--- config.mk ---
export PLATFORM = sky130hd
export DESIGN_NAME = rom_read_arbiter
export DESIGN_NICKNAME = d
export VERILOG_FILES = /design/src/rtl/rom_arb_pkg.sv /design/src/rtl/rom_read_arbiter_rr_arbiter.sv /design/src/rtl/rom_read_arbiter.sv
export SDC_FILE = /design/constraint.sdc
export NUM_CORES = 1
export LEC_CHECK = 0
export BUFFER_PORTS_ARGS = -buffer_cell sky130_fd_sc_hd__buf_2
export CAP_MARGIN = 20
export CORE_ASPECT_RATIO = 0.8
export CORE_MARGIN = 10
export CORE_UTILIZATION = 38
export CTS_CLUSTER_DIAMETER = 50
export DETAILED_ROUTE_END_ITERATION = 8
export PLACE_DENSITY = 0.77
export SLEW_MARGIN = 20
export SYNTH_ARGS = -nofsm -noshare
export SYNTH_HDL_FRONTEND = slang
export SYNTH_SLANG_ARGS = --single-unit
--- constraint.sdc ---
create_clock -name clk -period 2.1 [get_ports clk]
set_input_delay 0.42 -clock clk [delete_from_list [all_inputs] [get_ports clk]]
set_output_delay 0.42 -clock clk [all_outputs]
set_load 0.01 [all_outputs]
--- src/rtl/rom_arb_pkg.sv ---
// ---------------------------------------------------------------------------
// rom_arb_pkg
// Shared types and constants for the ROM read arbiter.
//   arb_state_t : arbiter FSM states
//   ROM_WORD_AW : default ROM word-address width (16 KB window)
//   ROM_BYTES   : default ROM window size in bytes
//   ERR_DATA    : read data returned for out-of-window requests
// ---------------------------------------------------------------------------
package rom_arb_pkg;

    typedef enum logic [1:0] {
        IDLE = 2'd0,
        READ = 2'd1,
        HOLD = 2'd2
    } arb_state_t;

    localparam int          ROM_WORD_AW = 12;
    localparam int          ROM_BYTES   = 4 << ROM_WORD_AW;
    localparam logic [31:0] ERR_DATA    = 32'h0;

endpackage

--- src/rtl/rom_read_arbiter_rr_arbiter.sv ---
// ---------------------------------------------------------------------------
// rr_arbiter
// Combinational round-robin pick: the first asserted request at or above
// ptr wins, otherwise the search wraps around to index 0.
// Ports:
//   req  in  N          request vector
//   ptr  in  clog2(N)   highest-priority index this cycle
//   gnt  out N          one-hot grant (zero when no request)
//   idx  out clog2(N)   encoded winner index
//   any  out 1          at least one request present
// ---------------------------------------------------------------------------
module rr_arbiter
    import rom_arb_pkg::*;
#(
    parameter int N = 2
) (
    input  logic [N-1:0]         req,
    input  logic [$clog2(N)-1:0] ptr,
    output logic [N-1:0]         gnt,
    output logic [$clog2(N)-1:0] idx,
    output logic                 any
);

    localparam int IDX_W = $clog2(N);

    always_comb begin
        gnt = '0;
        idx = '0;
        any = 1'b0;
        // Pass 1: indices at or above the pointer.
        for (int i = 0; i < N; i++) begin
            if (!any && req[i] && (IDX_W'(i) >= ptr)) begin
                any    = 1'b1;
                gnt[i] = 1'b1;
                idx    = IDX_W'(i);
            end
        end
        // Pass 2: wrap to the indices below the pointer.
        for (int i = 0; i < N; i++) begin
            if (!any && req[i]) begin
                any    = 1'b1;
                gnt[i] = 1'b1;
                idx    = IDX_W'(i);
            end
        end
    end

endmodule

--- src/rtl/rom_read_arbiter.sv ---
// ---------------------------------------------------------------------------
// rom_read_arbiter
// Shares one ROM macro between NUM_REQ read requesters. Round-robin grant,
// ROM CS/OE/A sequencing and a response hold buffer for backpressure.
//
// State table:
//   IDLE | arbitrate; on grant drive req_ready and ROM CS/address
//   READ | ROM data (or error) presented to the winner, data buffered
//   HOLD | winner has not accepted yet; serve buffered data
//
// Ports:
//   clk, rst (sync, active-low)
//   req_valid/req_ready/req_addr/req_id     per-requester request channel
//   rsp_valid/rsp_ready, rsp_data/id/err    response channel (shared bus)
//   ROM_enable/ROM_read/ROM_address/ROM_out ROM macro interface
//
// Optional: define ROM_ARB_LASTHIT_EN to add a last-word register that
// serves repeated reads of the same word without touching the ROM.
// ---------------------------------------------------------------------------
module rom_read_arbiter
    import rom_arb_pkg::*;
#(
    parameter int          NUM_REQ  = 2,
    parameter int          ID_W     = 8,
    parameter logic [31:0] ROM_BASE = 32'h0000_0000,
    parameter int          ROM_AW   = ROM_WORD_AW
) (
    input  logic                    clk,
    input  logic                    rst,
    input  logic [NUM_REQ-1:0]      req_valid,
    output logic [NUM_REQ-1:0]      req_ready,
    input  logic [NUM_REQ*32-1:0]   req_addr,
    input  logic [NUM_REQ*ID_W-1:0] req_id,
    output logic [NUM_REQ-1:0]      rsp_valid,
    input  logic [NUM_REQ-1:0]      rsp_ready,
    output logic [31:0]             rsp_data,
    output logic [ID_W-1:0]         rsp_id,
    output logic                    rsp_err,
    output logic                    ROM_enable,
    output logic                    ROM_read,
    output logic [ROM_AW-1:0]       ROM_address,
    input  logic [31:0]             ROM_out
);

    localparam int IDX_W = $clog2(NUM_REQ);
    // Window end in 33 bits so a window touching 4 GB does not wrap.
    localparam logic [32:0] WIN_END = {1'b0, ROM_BASE} + (33'd4 << ROM_AW);

    arb_state_t           state_q, state_d;
    logic [IDX_W-1:0]     ptr_q, win_q, arb_idx, ptr_next;
    logic [NUM_REQ-1:0]   arb_gnt, win_onehot;
    logic                 arb_any;
    logic [ID_W-1:0]      id_q;
    logic                 err_q;
    logic [31:0]          buf_q;
    logic [31:0]          cand_addr;
    logic [ID_W-1:0]      cand_id;
    logic                 cand_in_range;
    logic [ROM_AW-1:0]    cand_word;
    logic                 lh_hit, grant_hit;
    logic [31:0]          lh_data;
    logic [31:0]          read_data;

    rr_arbiter #(.N(NUM_REQ)) u_rr (
        .req (req_valid),
        .ptr (ptr_q),
        .gnt (arb_gnt),
        .idx (arb_idx),
        .any (arb_any)
    );

    always_comb begin
        cand_addr = '0;
        cand_id   = '0;
        for (int i = 0; i < NUM_REQ; i++) begin
            if (IDX_W'(i) == arb_idx) begin
                cand_addr = req_addr[32*i +: 32];
                cand_id   = req_id[ID_W*i +: ID_W];
            end
        end
    end

    assign cand_in_range = ({1'b0, cand_addr} >= {1'b0, ROM_BASE}) &&
                           ({1'b0, cand_addr} < WIN_END);
    // Byte offset to word address; the low two bits are simply dropped.
    assign cand_word  = ROM_AW'((cand_addr - ROM_BASE) >> 2);
    assign ptr_next   = (arb_idx == IDX_W'(NUM_REQ - 1)) ? '0 : arb_idx + IDX_W'(1);
    assign win_onehot = NUM_REQ'(1) << win_q;
    assign read_data  = err_q ? ERR_DATA : ROM_out;
    assign grant_hit  = cand_in_range && lh_hit;

`ifdef ROM_ARB_LASTHIT_EN
    logic              lh_valid_q;
    logic [ROM_AW-1:0] lh_word_q;
    logic [ROM_AW-1:0] word_q;
    logic [31:0]       lh_data_q;

    assign lh_hit  = lh_valid_q && (lh_word_q == cand_word);
    assign lh_data = lh_data_q;

    // ROM contents never change, so the entry is only invalidated by reset.
    always_ff @(posedge clk) begin
        if (!rst) begin
            lh_valid_q <= 1'b0;
            lh_word_q  <= '0;
            lh_data_q  <= '0;
            word_q     <= '0;
        end else begin
            if (state_q == IDLE && arb_any)
                word_q <= cand_word;
            if (state_q == READ && !err_q) begin
                lh_valid_q <= 1'b1;
                lh_word_q  <= word_q;
                lh_data_q  <= ROM_out;
            end
        end
    end
`else
    assign lh_hit  = 1'b0;
    assign lh_data = '0;
`endif

    always_comb begin
        state_d     = state_q;
        req_ready   = '0;
        rsp_valid   = '0;
        rsp_data    = '0;
        rsp_id      = '0;
        rsp_err     = 1'b0;
        ROM_enable  = 1'b0;
        ROM_read    = 1'b0;
        ROM_address = '0;
        unique case (state_q)
            IDLE: begin
                if (arb_any) begin
                    req_ready = arb_gnt;
                    if (cand_in_range && !grant_hit) begin
                        ROM_enable  = 1'b1;
                        ROM_address = cand_word;
                    end
                    // A last-word hit skips the ROM cycle and serves from HOLD.
                    state_d = grant_hit ? HOLD : READ;
                end
            end
            READ: begin
                ROM_read  = !err_q;
                rsp_valid = win_onehot;
                rsp_id    = id_q;
                rsp_err   = err_q;
                rsp_data  = read_data;
                state_d   = rsp_ready[win_q] ? IDLE : HOLD;
            end
            HOLD: begin
                rsp_valid = win_onehot;
                rsp_id    = id_q;
                rsp_err   = err_q;
                rsp_data  = buf_q;
                if (rsp_ready[win_q])
                    state_d = IDLE;
            end
            default: state_d = IDLE;
        endcase
    end

    always_ff @(posedge clk) begin
        if (!rst) begin
            state_q <= IDLE;
            ptr_q   <= '0;
            win_q   <= '0;
            id_q    <= '0;
            err_q   <= 1'b0;
            buf_q   <= '0;
        end else begin
            state_q <= state_d;
            if (state_q == IDLE && arb_any) begin
                ptr_q <= ptr_next;
                win_q <= arb_idx;
                id_q  <= cand_id;
                err_q <= !cand_in_range;
                if (grant_hit)
                    buf_q <= lh_data;
            end
            // Buffer what was presented so HOLD repeats it exactly.
            if (state_q == READ)
                buf_q <= read_data;
        end
    end

endmodule

==> summary.txt, run 1 <==
Top FF cell, synth = dfxtp_1
Post-Syn Nets = 449
Layout area overhead = 68.10%
Routed wire per std cell = 17.64 um
Final min period = 2499 ps
Design Area, Final = 4503 um^2
DRC violations left = 0
Port Buf Inserts = 172
CP required = 1680 ps
CTS tree = yes
Utilization after layout = 65.66%
Post-synthesis cell area = 2679 um^2
Top cells by count, synth = nand2_1, a21boi_1, dfxtp_1, nand2b_1, clkbuf_1
Clk sink count = 45
Top-count cell post-synth = nand2_1
Clock Skews = 7.792 ps
Seq/Total Area, Yosys = 33.63%
Max FO, Critical Path = 7
Fraction of layout cells with a size suffix above 1 = 57.75%
Row count = 27
Crit share post-route = 119.0%
Delay of the slowest cell on the worst path = 510 ps
Syn Area/Cell = 8.167 um^2
Initial core utilization = 39.06%
Final ANT Viol Nets = 0
Synthesized flop and latch total = 45
Die Span X = 113.9 um
CP Class = in -> out
Top Usage Layer GRT = met2
Post-synth top area share = 33.63%
Final WL = 10640 um
Core region area = 6858 um^2
CP delay by family, top = simple AND/OR/NAND/NOR gates
Buffer type at the clock tree root = clkbuf_8
Critical Path Sink Type = output port
Final GP Congestion = 0.8146
Max-Cap Viols = 0
Power Dens Cells = 515.3 nW/um^2
Vias in the first global route = 2949
FFs w/ async S/R, synth = 0%
Vias post-DR = 3031
Worst min path class = in -> reg
Antenna violations before repair = 0
Sequential Area = 903.4 um^2
Synthesized instance count = 328
Cell area after placement = 3782 um^2
Clock tree buffer depth = 2
Unrepaired setup endpoints after global routing = true
Worst-path clk slew = 90 ps
Pre-antenna DRT Iters = 6
Max VDD drop = 0.3092 mV
Failing checks = negative setup slack
Slew @ Worst Pin = 436.8 ps
Die H = 95.10 um
Final hold viol count = 0
CTS Buf Count = 5
Pin count of the biggest net entering global routing = 34
Die area = 10830 um^2
Pleak = 2.114 nW
GR Util All Layers = 16.22%
Remaining global-route overflow = 0
Slowest CP cell = or4_4
Iter 0 DRT Violations = 143
Final Worst Setup Slack = -398.9 ps
CP Cell Sequence = buf_2 -> or4_4 -> or4_4 -> clkbuf_16 -> a211oi_4 -> buf_2
Met1 usage = 21.15%
Largest area contributor in the netlist = dfxtp_1
CP arrival = 2080 ps
Number of flops mapped to enable cells by yosys = 0
Multi-input logic area = 2090 um^2
Clk Latency, worst-skew pair = 290 ps
Yosys warning count = 0
Hold_ws = 370.0 ps
HPWL after DPL = 7254 um
Worst path bufs/invs = 3
Met3 Use GR = 5.901%
Fillcell total = 603
Worst rel slew slack = 70.88%
Synth cell types = 31
Status = finished, violations left
N_diodes = 0
Num ports = 177
# H-tree levels = 2
Maximum clock frequency = 0.4002 GHz
Fin Setup TNS = -4830 ps
Vias/cell = 5.027
Grt met2 use = 26.00%
Final setup violation count = 15
Launching element type of the critical path = input pin
Nets = 636
Global-route wire length before repair = 14790 um
Max-slew violations = 0
Synth area leaders = dfxtp_1, a21boi_1, nand2_1, nand2b_1, mux2i_1
==> kinds of logic after synthesis <==
logic type / count (synthesis) / synth area share [%]
simple gates: 139 / 26.30
buf+inv: 32 / 4.810
compound gates: 96 / 29.01
mux: 13 / 4.857
flops: 45 / 33.63
fa+ha+maj: 3 / 1.401
==> stage by stage <==
stage	total power (W)	setup WS, ps	instances
3_3_place_gp	0.001571	-386.1	574
6_report	0.002320	-398.9	603
5_1_grt	0.002456	-425.9	603
4_1_cts	0.002197	-374.6	587
3_5_place_dp	0.001590	-462.1	574
2_1_floorplan	0.001325	-171.4	328
==> report_power, final <==
part	total [W]	switching, W	internal (W)	leakage, nW
sequential	0.000955	0.0000368	0.000918	0.369
clock	0.000539	0.000303	0.000236	0.0445
combinational	0.000826	0.000411	0.000415	1.70
==> worst min-delay path: stages <==
cell and delay, ps:
buf_2 100, nand2_2 50, a21boi_1 50
==> flip-flops by register name, indices dropped and copies added, names as in the netlist <==
| register | count |
|---|---|
| err_q | 1 |
| ptr_q | 1 |
| win_q | 1 |
| buf_q | 32 |
| id_q | 8 |
| state_q | 2 |
==> final cells by class <==
| cell class | instances | area share [%] |
|---|---|---|
| timing repair buffer | 208 | 28.79 |
| inverter | 4 | 0.3334 |
| tap | 87 | 2.417 |
| sequential | 45 | 20.06 |
| clock buffer | 5 | 1.528 |
| multi-input combinational | 251 | 46.40 |
| clock inverter | 3 | 0.4724 |
==> worst paths after layout <==
kind / from / end / slack, ps / depth (start not counted)
setup reg to reg: ptr_q / err_q / 540 / 4
setup / recovery: req_addr[48] / ROM_address[8] / -400 / 6
hold / removal: ROM_out[19] / buf_q[19] / 370 / 3
hold reg to reg: buf_q[18] / buf_q[18] / 470 / 2
==> placed cells by master, fill, tap and decap left out, types with 2 or more instances in the layout <==
cell / Yosys / final
dfxtp_2: 0 / 2
or4_4: 0 / 2
and2_1: 10 / 10
ha_4: 0 / 2
nor4_1: 4 / 2
buf_4: 0 / 22
nand2_2: 0 / 7
a222oi_1: 8 / 8
a21boi_1: 65 / 43
a21oi_1: 6 / 5
mux2i_1: 13 / 13
clkbuf_8: 0 / 5
a211oi_4: 0 / 9
nand2b_1: 32 / 32
or4_1: 5 / 3
inv_2: 1 / 2
a21boi_2: 0 / 22
buf_2: 1 / 171
nor4_2: 0 / 2
nand2_1: 68 / 36
clkbuf_16: 0 / 2
inv_1: 3 / 2
dfxtp_1: 45 / 43
nand2_4: 0 / 25
nor2b_1: 13 / 12
buf_12: 0 / 9
buf_6: 1 / 4
nor2_1: 2 / 2
a211oi_2: 9 / 3
==> metal layers <==
layer | routed length [um] | vias up
met2 | 5431 | 93
met5 | 0 | -
li1 | - | 1502
met1 | 4488 | 1434
met3 | 697 | 2
met4 | 19 | 0
==> timing repair <==
item,4_1_cts,5_1_grt
buffers inserted,3,16
hold buffers,0,0
cloned,2,2
setup endpoints to repair,43,57
pin swaps,2,59
resized for setup,11,98
Power figures use the tool's default switching activity.
==> run 2, diff against run 1 <==
--- a/config.mk
+++ b/config.mk
@@ -8,7 +8,6 @@
 export BUFFER_PORTS_ARGS = -buffer_cell sky130_fd_sc_hd__buf_2
 export CAP_MARGIN = 20
 export CORE_ASPECT_RATIO = 0.8
-export CORE_MARGIN = 10
 export CORE_UTILIZATION = 38
 export CTS_CLUSTER_DIAMETER = 50
 export DETAILED_ROUTE_END_ITERATION = 8
==> summary.txt, run 2 (synthesis results as in run 1) <==
Final WL = 9201 um (was 10640 um)
Die area = 7391 um^2 (was 10830 um^2)
GR Util All Layers = 21.70% (was 16.22%)
Pleak = 2.049 nW (was 2.114 nW)
Cts hold-fix bufs = 0 (unchanged)
Multi-input logic area = 2011 um^2 (was 2090 um^2)
CP arrival = 2040 ps (was 2080 ps)
Final min period = 2456 ps (was 2499 ps)
Fin Setup TNS = -4465 ps (was -4830 ps)
Internal = 0.001573 W (was 0.001570 W)
Seq pwr share = 41.5% (was 41.1%)
Worst path bufs/invs = 3 (unchanged)
Max-Cap Viols = 0 (unchanged)
Routed wire per std cell = 15.34 um (was 17.64 um)
Max-slew violations = 0 (unchanged)
CP required = 1680 ps (about the same)
Commonest non-fill, non-tap cells in the layout = buf_2, a21boi_1, dfxtp_1 (unchanged)
Final hold viol count = 0 (unchanged)
Pre-antenna DRT Iters = 4 (was 6)
Clk sink count = 45 (unchanged)
Final setup violation count = 27 (was 15)
Buffer type at the clock tree root = clkbuf_8 (unchanged)
Unrepaired setup endpoints after global routing = true (unchanged)
CP Cell Sequence = buf_6 -> or4_4 -> or4_4 -> buf_12 -> a211oi_2 -> buf_2 (was buf_2 -> or4_4 -> or4_4 -> clkbuf_16 -> a211oi_4 -> buf_2)
Vias/cell = 5.148 (was 5.027)
CP Class = in -> out (unchanged)
Largest register FFs = 32 (unchanged)
Remaining global-route overflow = 0 (unchanged)
Design Area, Final = 4405 um^2 (was 4503 um^2)
N_diodes = 0 (unchanged)
# H-tree levels = 2 (unchanged)
Max VDD drop = 0.3051 mV (was 0.3092 mV)
Layout area overhead = 64.46% (was 68.10%)
Num ports = 177 (unchanged)
Worst min path class = in -> reg (unchanged)
Fraction of layout cells with a size suffix above 1 = 55.23% (was 57.75%)
Delay of the slowest cell on the worst path = 510 ps (about the same)
Most common cell after layout, fill and taps aside = buf_2 (unchanged)
Row count = 26 (was 27)
Vias in the first global route = 2802 (was 2949)
Max FO, Critical Path = 14 (was 7)
Hold_ws = 372.1 ps (was 370.0 ps)
Gate power share = 35.6% (about the same)
Cell area after placement = 3794 um^2 (was 3782 um^2)
Cells after DPL = 573 (was 574)
Worst-path clk slew = 80 ps (was 90 ps)
Global-route wire length before repair = 12820 um (was 14790 um)
Fillcell total = 577 (was 603)
Fin cells = 600 (was 603)
Clk Latency, worst-skew pair = 300 ps (was 290 ps)
Final ANT Viol Nets = 0 (unchanged)
Launching element type of the critical path = input pin (unchanged)
Slowest CP cell = or4_4 (unchanged)
Final Worst Setup Slack = -356.2 ps (was -398.9 ps)
Vias post-DR = 3089 (was 3031)
Maximum clock frequency = 0.4071 GHz (was 0.4002 GHz)
Clock Skews = 9.633 ps (was 7.792 ps)
Clock tree buffer depth = 2 (unchanged)
Critical Path Sink Type = output port (unchanged)
Biggest register = buf_q (unchanged)
Sw Pwr = 0.0007272 W (was 0.0007507 W)
HPWL after DPL = 5958 um (was 7254 um)
Status = finished, violations left (unchanged)
Worst rel slew slack = 71.23% (was 70.88%)
Crit share post-route = 117.0% (was 119.0%)
Switching share of power = 31.61% (was 32.36%)
Core region area = 6604 um^2 (was 6858 um^2)
Hold path start = ROM_out[16] (was ROM_out[19])
Iter 0 DRT Violations = 100 (was 143)
CTS tree = yes (unchanged)
Utilization after layout = 66.71% (was 65.66%)
Sequential Area = 905.9 um^2 (was 903.4 um^2)
CTS Buf Count = 5 (unchanged)
Antenna violations before repair = 0 (unchanged)
Die Span X = 95.87 um (was 113.9 um)
Most Frequent Cell on Critical Path = or4_4
Slew @ Worst Pin = 431.6 ps (was 436.8 ps)
DRC violations left = 0 (unchanged)
Pin count of the biggest net entering global routing = 44 (was 34)
Failing checks = negative setup slack (unchanged)
Worst r2r src = ptr_q (unchanged)
Nets = 636 (unchanged)
Crit path launch = req_addr[49] (was req_addr[48])
Regs by FF count = buf_q: 32 flops, id_q: 8 flops, state_q: 2 flops (unchanged)
Port Buf Inserts = 172 (unchanged)
Initial core utilization = 40.56% (was 39.06%)
Die H = 77.10 um (was 95.10 um)
Power Dens Cells = 522.2 nW/um^2 (was 515.3 nW/um^2)
Final GP Congestion = 0.7357 (was 0.8146)
CP delay by family, top = simple AND/OR/NAND/NOR gates (unchanged)
Clock group share of total power = 22.9% (was 23.2%)
[run 2: cell count changes in the layout (fill, tap and decap cells not counted), sizes merged]
cell    before  now
clkbuf       7    9
clkinv       1    0
inv          5    4
[run 2: tightest hold or removal path, stage by stage]
cell and delay (ps):
buf_2 100, nand2_2 50, a21boi_1 50
[run 2: repair_timing]
| action | in CTS | in global routing |
|---|---|---|
| gates resized for setup | 12 | 86 |
| endpoints found under the setup margin | 33 | 47 |
| buffers inserted | 0 | 15 |
| cloned | 2 | 3 |
| pin swaps | 2 | 49 |
[run 2: final timing paths]
path | end | slack [ps] | depth (start not counted)
max reg2reg | err_q | 590 | 4
min reg2reg | buf_q[8] | 470 | 2
max | ROM_address[0] | -360 | 6
min | buf_q[16] | 370 | 3
[run 2: cell type report]
| type | instances | share of cell area, % |
|---|---|---|
| multi-input cells | 251 | 45.64 |
| repair buffers | 208 | 29.17 |
| flip-flops and latches | 45 | 20.56 |
| well taps | 84 | 2.386 |
| clock buffers | 7 | 1.732 |
| inverters | 4 | 0.3408 |
| clock inverters | 1 | 0.1704 |
[run 2: per-layer routing]
metal	GRT usage, %	vias up	share of wire (%)
li1	-	1504	-
met1	27.68	1490	45
met2	37.57	86	51
met3	4.266	9	3.6
met4	4.179	0	0.85
met5	0	-	0
[run 2: power by group through the flow]
stage	Sequential (W)	Combinational [W]	Clock, W
2_1_floorplan	0.000962	0.000363	0
3_3_place_gp	0.000968	0.000606	0
6_report	0.000954	0.000820	0.000527
5_1_grt	0.000961	0.000887	0.000586
3_5_place_dp	0.000971	0.000624	0
4_1_cts	0.000953	0.000646	0.000541
[run 2: metrics by stage]
step / setup slack [ps] / power [W]
after global routing: -376.7 / 0.002434
after detailed placement: -432.6 / 0.001594
after global placement: -390.5 / 0.001574
after CTS: -357.8 / 0.002141
after floorplan: -171.4 / 0.001325
final: -356.2 / 0.002301
